$ cat config.mk
export PLATFORM = sky130hd
export DESIGN_NAME = frame_accumulator
export DESIGN_NICKNAME = d
export VERILOG_FILES = /design/src/rtl/frame_acc_pkg.sv /design/src/rtl/frame_accumulator_adder.sv /design/src/rtl/frame_accumulator.sv
export SDC_FILE = /design/constraint.sdc
export NUM_CORES = 1
export LEC_CHECK = 0
export ABC_AREA = 1
export CAP_MARGIN = 15
export CELL_PAD_IN_SITES_DETAIL_PLACEMENT = 2
export CELL_PAD_IN_SITES_GLOBAL_PLACEMENT = 2
export CORE_MARGIN = 2
export CORE_UTILIZATION = 34
export DETAILED_ROUTE_END_ITERATION = 12
export GPL_TIMING_DRIVEN = 0
export PLACE_DENSITY = 0.91
export SYNTH_ARGS = -nofsm -noshare
export SYNTH_HDL_FRONTEND = slang
export SYNTH_SLANG_ARGS = --single-unit
$ cat constraint.sdc
create_clock -name clk -period 7.15 [get_ports clk]
set_input_delay 0.715 -clock clk [delete_from_list [all_inputs] [get_ports clk]]
set_output_delay 0.715 -clock clk [all_outputs]
set_load 0.05 [all_outputs]
$ cat src/rtl/frame_acc_pkg.sv
// Shared definitions for frame_accumulator: FSM state type, counter width
// helper and the all-ones constant used when saturation is compiled in.
package frame_acc_pkg;

  // Widest operand the all-ones generator supports.
  localparam int unsigned MAX_W = 64;

  typedef enum logic {
    ST_ACC  = 1'b0,
    ST_HOLD = 1'b1
  } state_e;

  // Beat counter width; a floor of 1 keeps the register legal for tiny COUNT.
  function automatic int unsigned cnt_w(input int unsigned count);
    return (count < 2) ? 1 : $clog2(count);
  endfunction

  // All-ones pattern of the requested width, zero above it.
  function automatic logic [MAX_W-1:0] all_ones(input int unsigned w);
    logic [MAX_W-1:0] r;
    r = '0;
    for (int unsigned i = 0; i < MAX_W; i++) begin
      if (i < w) r[i] = 1'b1;
    end
    return r;
  endfunction

endpackage

$ cat src/rtl/frame_accumulator_adder.sv
// Parametric ripple-carry adder. Kept as a bit-serial carry chain so the
// critical path is the explicit WIDTH-bit ripple.
module adder #(
  parameter int unsigned WIDTH = 12
) (
  input  logic [WIDTH-1:0] a,
  input  logic [WIDTH-1:0] b,
  input  logic             cin,
  output logic [WIDTH-1:0] sum,
  output logic             cout
);

  logic [WIDTH:0] carry;

  // Full-adder cells chained LSB to MSB.
  always_comb begin
    carry    = '0;
    sum      = '0;
    carry[0] = cin;
    for (int unsigned i = 0; i < WIDTH; i++) begin
      sum[i]     = a[i] ^ b[i] ^ carry[i];
      carry[i+1] = (a[i] & b[i]) | (carry[i] & (a[i] ^ b[i]));
    end
    cout = carry[WIDTH];
  end

endmodule

$ cat src/rtl/frame_accumulator.sv
// Frame accumulator: sums COUNT unsigned operands per frame through the
// ripple-carry adder and presents the total plus a sticky carry-out flag on
// a valid/ready output. Optional macro FRAME_ACCUMULATOR_SATURATE_EN clamps
// the running sum to all-ones on carry-out instead of wrapping.
import frame_acc_pkg::*;

module frame_accumulator #(
  parameter int unsigned WIDTH = 12,
  parameter int unsigned COUNT = 8
) (
  input  logic             clk,
  input  logic             rst_n,
  input  logic             in_valid,
  output logic             in_ready,
  input  logic [WIDTH-1:0] in_data,
  input  logic             clear,
  output logic             out_valid,
  input  logic             out_ready,
  output logic [WIDTH-1:0] out_sum,
  output logic             out_ovf
);

  localparam int unsigned    CW   = cnt_w(COUNT);
  localparam logic [CW-1:0]  LAST = CW'(COUNT - 1);
`ifdef FRAME_ACCUMULATOR_SATURATE_EN
  localparam logic [WIDTH-1:0] SAT = WIDTH'(all_ones(WIDTH));
`endif

  state_e           state;
  logic [WIDTH-1:0] acc;
  logic [CW-1:0]    cnt;
  logic             ovf;

  logic [WIDTH-1:0] add_sum;
  logic             add_cout;
  logic [WIDTH-1:0] acc_nxt;
  logic             ovf_nxt;

  adder #(.WIDTH(WIDTH)) u_adder (
    .a    (acc),
    .b    (in_data),
    .cin  (1'b0),
    .sum  (add_sum),
    .cout (add_cout)
  );

  // Handshake outputs decode the state register only (no path from out_ready).
  assign in_ready  = (state == ST_ACC);
  assign out_valid = (state == ST_HOLD);

  // Next accumulator value: wrapped sum, or clamped when saturation is built in.
  always_comb begin
    ovf_nxt = ovf | add_cout;
`ifdef FRAME_ACCUMULATOR_SATURATE_EN
    acc_nxt = add_cout ? SAT : add_sum;
`else
    acc_nxt = add_sum;
`endif
  end

  // Frame FSM, accumulator, beat counter and output result registers.
  always_ff @(posedge clk or negedge rst_n) begin
    if (!rst_n) begin
      state   <= ST_ACC;
      acc     <= '0;
      cnt     <= '0;
      ovf     <= 1'b0;
      out_sum <= '0;
      out_ovf <= 1'b0;
    end else if (clear) begin
      // Abort: drop partial frame or pending result; out_sum keeps last load.
      state <= ST_ACC;
      acc   <= '0;
      cnt   <= '0;
      ovf   <= 1'b0;
    end else begin
      case (state)
        ST_ACC: begin
          if (in_valid) begin
            acc <= acc_nxt;
            ovf <= ovf_nxt;
            cnt <= cnt + 1'b1;
            if (cnt == LAST) begin
              state   <= ST_HOLD;
              out_sum <= acc_nxt;
              out_ovf <= ovf_nxt;
            end
          end
        end
        ST_HOLD: begin
          if (out_ready) begin
            state <= ST_ACC;
            acc   <= '0;
            cnt   <= '0;
            ovf   <= 1'b0;
          end
        end
        default: state <= ST_ACC;
      endcase
    end
  end

endmodule

==> results of run 1 <==
layer usage:
layer	global-route usage	share of wire	vias up	wire (microns)
met5	0	0	-	0
met4	0.0536	0.013	0	56
met3	0.0515	0.041	7	176
met2	0.328	0.55	29	2390
met1	0.211	0.39	649	1690
li1	-	-	601	-
cells by family after synthesis:
group / count (synthesis) / share of synthesized area
AO/OA/AOI/OAI: 13 / 0.0674
adder cells (fa/ha/maj): 14 / 0.153
buffers and inverters: 33 / 0.0993
flip-flops: 30 / 0.444
AND/OR/NAND/NOR: 81 / 0.236
registers in the layout, summed over array words and instances, names as in the netlist:
signal,cells
ovf,1
acc,12
out_sum,12
cnt,3
out_ovf,1
out_valid,1
cells in the final DEF, fill, tap and decap left out:
cell type / n
nand2_1: 40
dfrtp_1: 30
clkdlybuf4s50_1: 30
inv_1: 24
nor2_1: 13
o21ai_2: 13
nand3_1: 12
fa_1: 11
nand2_2: 7
clkbuf_8: 6
nand4_1: 4
inv_2: 3
buf_6: 3
ha_1: 3
buf_2: 2
nand2_4: 2
nor2_4: 1
nand3_4: 1
nand3b_4: 1
buf_4: 1
buf_12: 1
clkinv_2: 1
clkbuf_1: 1
where the power goes:
part           leakage, nW  switching [W]  internal [W]
Clock               0.0482      0.0000657     0.0000775
Combinational        0.631       0.000110     0.0000744
Sequential           0.405      0.0000175      0.000196
Total                 1.08       0.000193      0.000348
synth_stat cells, drive strengths merged:
cell	count
buf	6
dfrtp	30
fa	11
ha	3
inv	27
nand2	49
nand3	13
nand3b	1
nand4	4
nor2	14
o21ai	13
stage by stage:
stage,hold slack [ns],instance area (sq um)
2_1_floorplan,0.419,1690
3_3_place_gp,0.457,2080
3_5_place_dp,0.475,2080
4_1_cts,0.492,2170
5_1_grt,0.511,2170
6_report,0.470,2170
worst max path at each step:
stage,start,to,cells after the start
3_3_place_gp,in_data[0],acc[11],19
5_1_grt,in_data[0],acc[11],19
6_report,in_data[0],acc[11],19
4_1_cts,in_data[0],acc[11],19
2_1_floorplan,in_data[0],acc[11],18
3_5_place_dp,in_data[0],acc[11],19
cell type report:
class                      count  area, sq um  share of cell area
multi-input combinational    108          771               0.355
sequential                    30          751               0.346
timing repair buffer          31          305               0.141
inverter                      27          101              0.0467
clock buffer                   7         86.3              0.0398
tap                           67         83.8              0.0386
buffer                         6         66.3              0.0306
clock inverter                 1         5.00             0.00231
==> flow_summary_export.csv, run 1 <==
group,metric,value,unit
worst_setup_path,cp_max_fo,2,
worst_setup_path,r2r-end,"acc[11]",
routing,wl_per_cell,15.6,microns
synthesis,mappedNetlistArea,1690,sq um
worst_setup_path,r2r_slack,2.29,ns
clocking,clock_latency,0.29,ns
clocking,clock_path_buffers,2,
synthesis,synth.net_count,202,
die,dieArea,5550,sq um
grt,grt_pass1_wl,7320,microns
grt,grt.total_usage,0.182,
die,fp.dieW,74.5,microns
worst_setup_path,crit_chain,"clkdlybuf4s50_1 > ha_1 > fa_1 > fa_1 > inv_1 > fa_1 > fa_1 > fa_1 > fa_1 > fa_1 > fa_1 > inv_1 > fa_1 > inv_1 > fa_1 > fa_1 > nor2_1 > nand3_1 > nand2_1",
worst_setup_path,critical-path-slowest-cell,"fa_1",
final_layout,final_util,0.456,
placement,dp_slack,1.44,ns
sta,slew_viol_final,0,
grt,overflow,0,
clocking,clkTransAtPathRegs,0.07,ns
worst_setup_path,cp-start-kind,"input port",
sta,period_share,0.750,
placement,io_buffers,31,
sta,fmax,0.186,GHz
clocking,post-cts-setup-buffers,0,
synthesis,synth.top_cell.area_share,0.444,
final_layout,fill_cells,527,
synthesis,yosysWarnings,0,
routing,post-route-drc-count,0,
synthesis,ys_types,19,
clocking,cts-htree-levels,2,
pwr,ir_drop,0.117,mV
placement,gp_congestion,0.733,
clocking,cts_num_sinks,30,
routing,vias_per_cell,4.64,
worst_setup_path,cp_num_buf_inv,4,
routing,totalWireLength,4310,microns
die,rows,25,
worst_setup_path,critPathKind,"in -> reg",
sta,min_period,5.36,ns
routing,drt_first_pass_iters,4,
clocking,cts_tree,"yes",
pwr,p_per_area,249,nW/um^2
pwr,power,0.000541,W
worst_setup_path,reg2reg_from,"acc[0]",
die,core_area,4750,sq um
clocking,cts_resized,0,
die,initial_core_util,0.355,
sta,fin_setup_tns,0,ns
final_layout,syn2layout_area_growth,28.4,%
die,die_h,74.5,microns
sta,setup_violations,0,
worst_setup_path,cp.required,7.32,ns
final_layout,instances_no_fill,277,
sta,setup_ws,1.79,ns
clocking,cts_made_buffers,5,
final_layout,fin_nets,240,
synthesis,avgSynthCellArea,9.88,sq um
min_path,min_path_type,"in -> async",
final_layout,antennaDiodeCount,0,
sta,rsz0062_at_grt,"no",
run,max_cap_violations,0,
routing,first_iter_violations,51,
placement,placed_cells,269,
worst_setup_path,cp_top_family,"adder cells",
worst_setup_path,crit_arrival,5.54,ns
die,num_io_pins,32,
worst_setup_path,path_common_cell,"fa_1",
worst_setup_path,reg2reg_depth,18,
synthesis,yosys-top-cells-area,"dfrtp_1 (44%), fa_1 (13%), nand2_1 (8.9%), o21ai_2 (6.7%), inv_1 (5.3%)",
status,status,"complete, no violations",
sta,tightest_slew,0.708,ns
placement,hpwl,3170,microns
clocking,root_buffer,"clkbuf_8",
sta,maxSlewHeadroom,0.528,
grt,grt_start_max_net_pins,31,
worst_setup_path,slowest_delay,0.55,ns
synthesis,yosysSeqAreaShare,0.444,
sta,fin_worst_skew,0.00635,ns
grt,first_global_vias,1483,
synthesis,synthCells,171,
clocking,cts_hold_buf,0,
routing,antenna_left,0,
pwr,leakage,1.08,nW
routing,dr_total_vias,1286,
final_layout,layout-drive-gt1-share,0.200,
sta,hold_viol,0,
synthesis,yosysTopAreaCell,"dfrtp_1",
grt,antenna_found_initial,0,
worst_setup_path,endpoint_kind,"flip-flop",
synthesis,synth-seq-cells,30,
Power figures use the tool's default switching activity.
==> run 2: changes to the inputs <==
--- a/config.mk
+++ b/config.mk
@@ -10,10 +10,10 @@
 export CELL_PAD_IN_SITES_DETAIL_PLACEMENT = 2
 export CELL_PAD_IN_SITES_GLOBAL_PLACEMENT = 2
 export CORE_MARGIN = 2
-export CORE_UTILIZATION = 34
+export CORE_UTILIZATION = 32
 export DETAILED_ROUTE_END_ITERATION = 12
 export GPL_TIMING_DRIVEN = 0
-export PLACE_DENSITY = 0.91
+export PLACE_DENSITY = 0.87
 export SYNTH_ARGS = -nofsm -noshare
 export SYNTH_HDL_FRONTEND = slang
 export SYNTH_SLANG_ARGS = --single-unit
==> constraint.sdc (replaced) <==
create_clock -name clk -period 5.1 [get_ports clk]
set_input_delay 0.51 -clock clk [delete_from_list [all_inputs] [get_ports clk]]
set_output_delay 0.51 -clock clk [all_outputs]
set_load 0.05 [all_outputs]
==> flow_summary_export.csv, run 2 (synthesized netlist as in run 1, its figures left out) <==
group,metric,value,unit
clocking,root_buffer,"clkbuf_8",
sta,setup_violations,0,
pwr,ir_drop,0.120,mV
clocking,cts_made_buffers,5,
run,max_cap_violations,0,
final_layout,syn2layout_area_growth,32.1,%
sta,tightest_slew,0.713,ns
die,dieArea,5880,sq um
grt,overflow,0,
worst_setup_path,crit_arrival,5.12,ns
min_path,min_path_type,"in -> async",
sta,fmax,0.202,GHz
worst_setup_path,endpoint_kind,"flip-flop",
clocking,cts-htree-levels,2,
routing,totalWireLength,4470,microns
routing,antenna_left,0,
worst_setup_path,critPathKind,"in -> reg",
die,die_h,76.7,microns
final_layout,antennaDiodeCount,0,
grt,grt.total_usage,0.171,
worst_setup_path,reg2reg_depth,18,
sta,slew_viol_final,0,
die,num_io_pins,32,
worst_setup_path,cp.required,5.27,ns
sta,hold_viol,0,
sta,period_share,0.969,
pwr,p_comb_frac,0.343,
placement,io_buffers,31,
final_layout,final_cell_mix,"nand2_1 (40), dfrtp_1 (30), clkdlybuf4s50_1 (29)",
clocking,cts_tree,"yes",
pwr,p_int,0.000543,W
sta,maxSlewHeadroom,0.525,
pwr,clkPwrFrac,0.293,
final_layout,reg_top3,"acc: 12 flops, out_sum: 12 flops, cnt: 3 flops",
routing,dr_total_vias,1298,
final_layout,mostFrequentLayoutCell,"nand2_1",
clocking,cts_hold_buf,0,
placement,gp_congestion,0.723,
grt,first_global_vias,1510,
worst_setup_path,cp_max_fo,2,
worst_setup_path,cp-start-kind,"input port",
die,initial_core_util,0.331,
grt,grt_pass1_wl,7680,microns
final_layout,layout-drive-gt1-share,0.275,
sta,fin_worst_skew,0.00431,ns
grt,antenna_found_initial,0,
pwr,switching_share,0.339,
pwr,p_per_area,369,nW/um^2
routing,first_iter_violations,67,
pwr,power,0.000822,W
grt,grt_start_max_net_pins,31,
sta,rsz0062_at_grt,"no",
clocking,clock_latency,0.28,ns
pwr,power_frac_seq,0.364,
pwr,p_switching,0.000279,W
clocking,clkTransAtPathRegs,0.07,ns
die,rows,26,
status,status,"complete, no violations",
routing,post-route-drc-count,0,
final_layout,fin_area,2230,sq um
sta,hold_ws,0.265,ns
clocking,clock_path_buffers,2,
sta,min_period,4.94,ns
die,core_area,5110,sq um
routing,vias_per_cell,4.62,
placement,placed_area,2080,sq um
final_layout,fin_nets,241,
routing,drt_first_pass_iters,3,
routing,wl_per_cell,15.9,microns
final_layout,fill_cells,554,
pwr,leakage,1.10,nW
placement,hpwl,3190,microns
die,fp.dieW,76.7,microns
clocking,cts_num_sinks,30,
==> run 2: cell types whose count changed in the layout (fill, tap and decap cells not counted), moves of 2 or more <==
cell,before,now
inv_2,3,5
inv_1,24,22
fa_1,11,0
fa_2,0,11
==> run 2: final cells by class <==
cell class,count,area (sq um),area share
Buffer,6,66.3,0.0297
Clock buffer,5,68.8,0.0308
Clock inverter,3,40.0,0.0179
Inverter,27,101,0.0454
Multi-Input combinational cell,108,801,0.359
Sequential cell,30,751,0.337
Tap cell,70,87.6,0.0393
Timing Repair Buffer,32,315,0.141
==> run 2: critical path: stages <==
cell and delay, ns:
clkdlybuf4s50_1 0.48, fa_2 0.24, fa_2 0.21, inv_1 0.06, fa_2 0.36, fa_2 0.37, fa_2 0.38, fa_2 0.38
fa_2 0.38, fa_2 0.36, inv_2 0.06, fa_2 0.18, inv_2 0.04, fa_2 0.37, fa_2 0.55, nor2_1 0.05
nand3_1 0.06, nand2_1 0.06
==> run 2: layer usage <==
layer,vias up,share of wire,track usage
met3,2,0.023,0.0376
met4,0,0.0060,0.0491
met1,674,0.42,0.203
li1,602,-,-
met2,20,0.55,0.309
met5,-,0,0
==> run 2: stage by stage <==
step	util	cells	TNS [ns]	worst slack [ns]
floorplan	-	171	0	0.436
global placement	0.409	272	-0.904	-0.299
detailed placement	0.408	272	-1.31	-0.408
CTS	0.432	281	0	0.0205
global route	0.437	281	0	0.0205
finish	0.437	281	0	0.156
==> run 2: timing repair <==
item                                    in CTS  in global routing
endpoints found under the setup margin       3                  3
resized for setup                            4                 11
pin swaps                                    1                 12
buffers inserted                             1                  0
==> run 2: worst paths after layout <==
| path | start | to | slack [ns] |
|---|---|---|---|
| max | in_data[1] | acc[11] | 0.16 |
| min | rst_n | out_sum[8] | 0.26 |
| max reg2reg | acc[0] | acc[11] | 0.27 |
| min reg2reg | out_ovf | out_ovf | 0.48 |
| max in group asynchronous | rst_n | cnt[1] | 4.36 |
| min in group clk | out_ovf | out_ovf | 0.48 |
==> run 2: power by group through the flow <==
stage                     clock network [W]  logic [W]  registers [W]
after detailed placement                  0   0.000253       0.000303
after floorplan                           0   0.000174       0.000302
after global routing               0.000259   0.000322       0.000305
final                              0.000241   0.000282       0.000299
after CTS                          0.000248   0.000274       0.000299
after global placement                    0   0.000240       0.000300
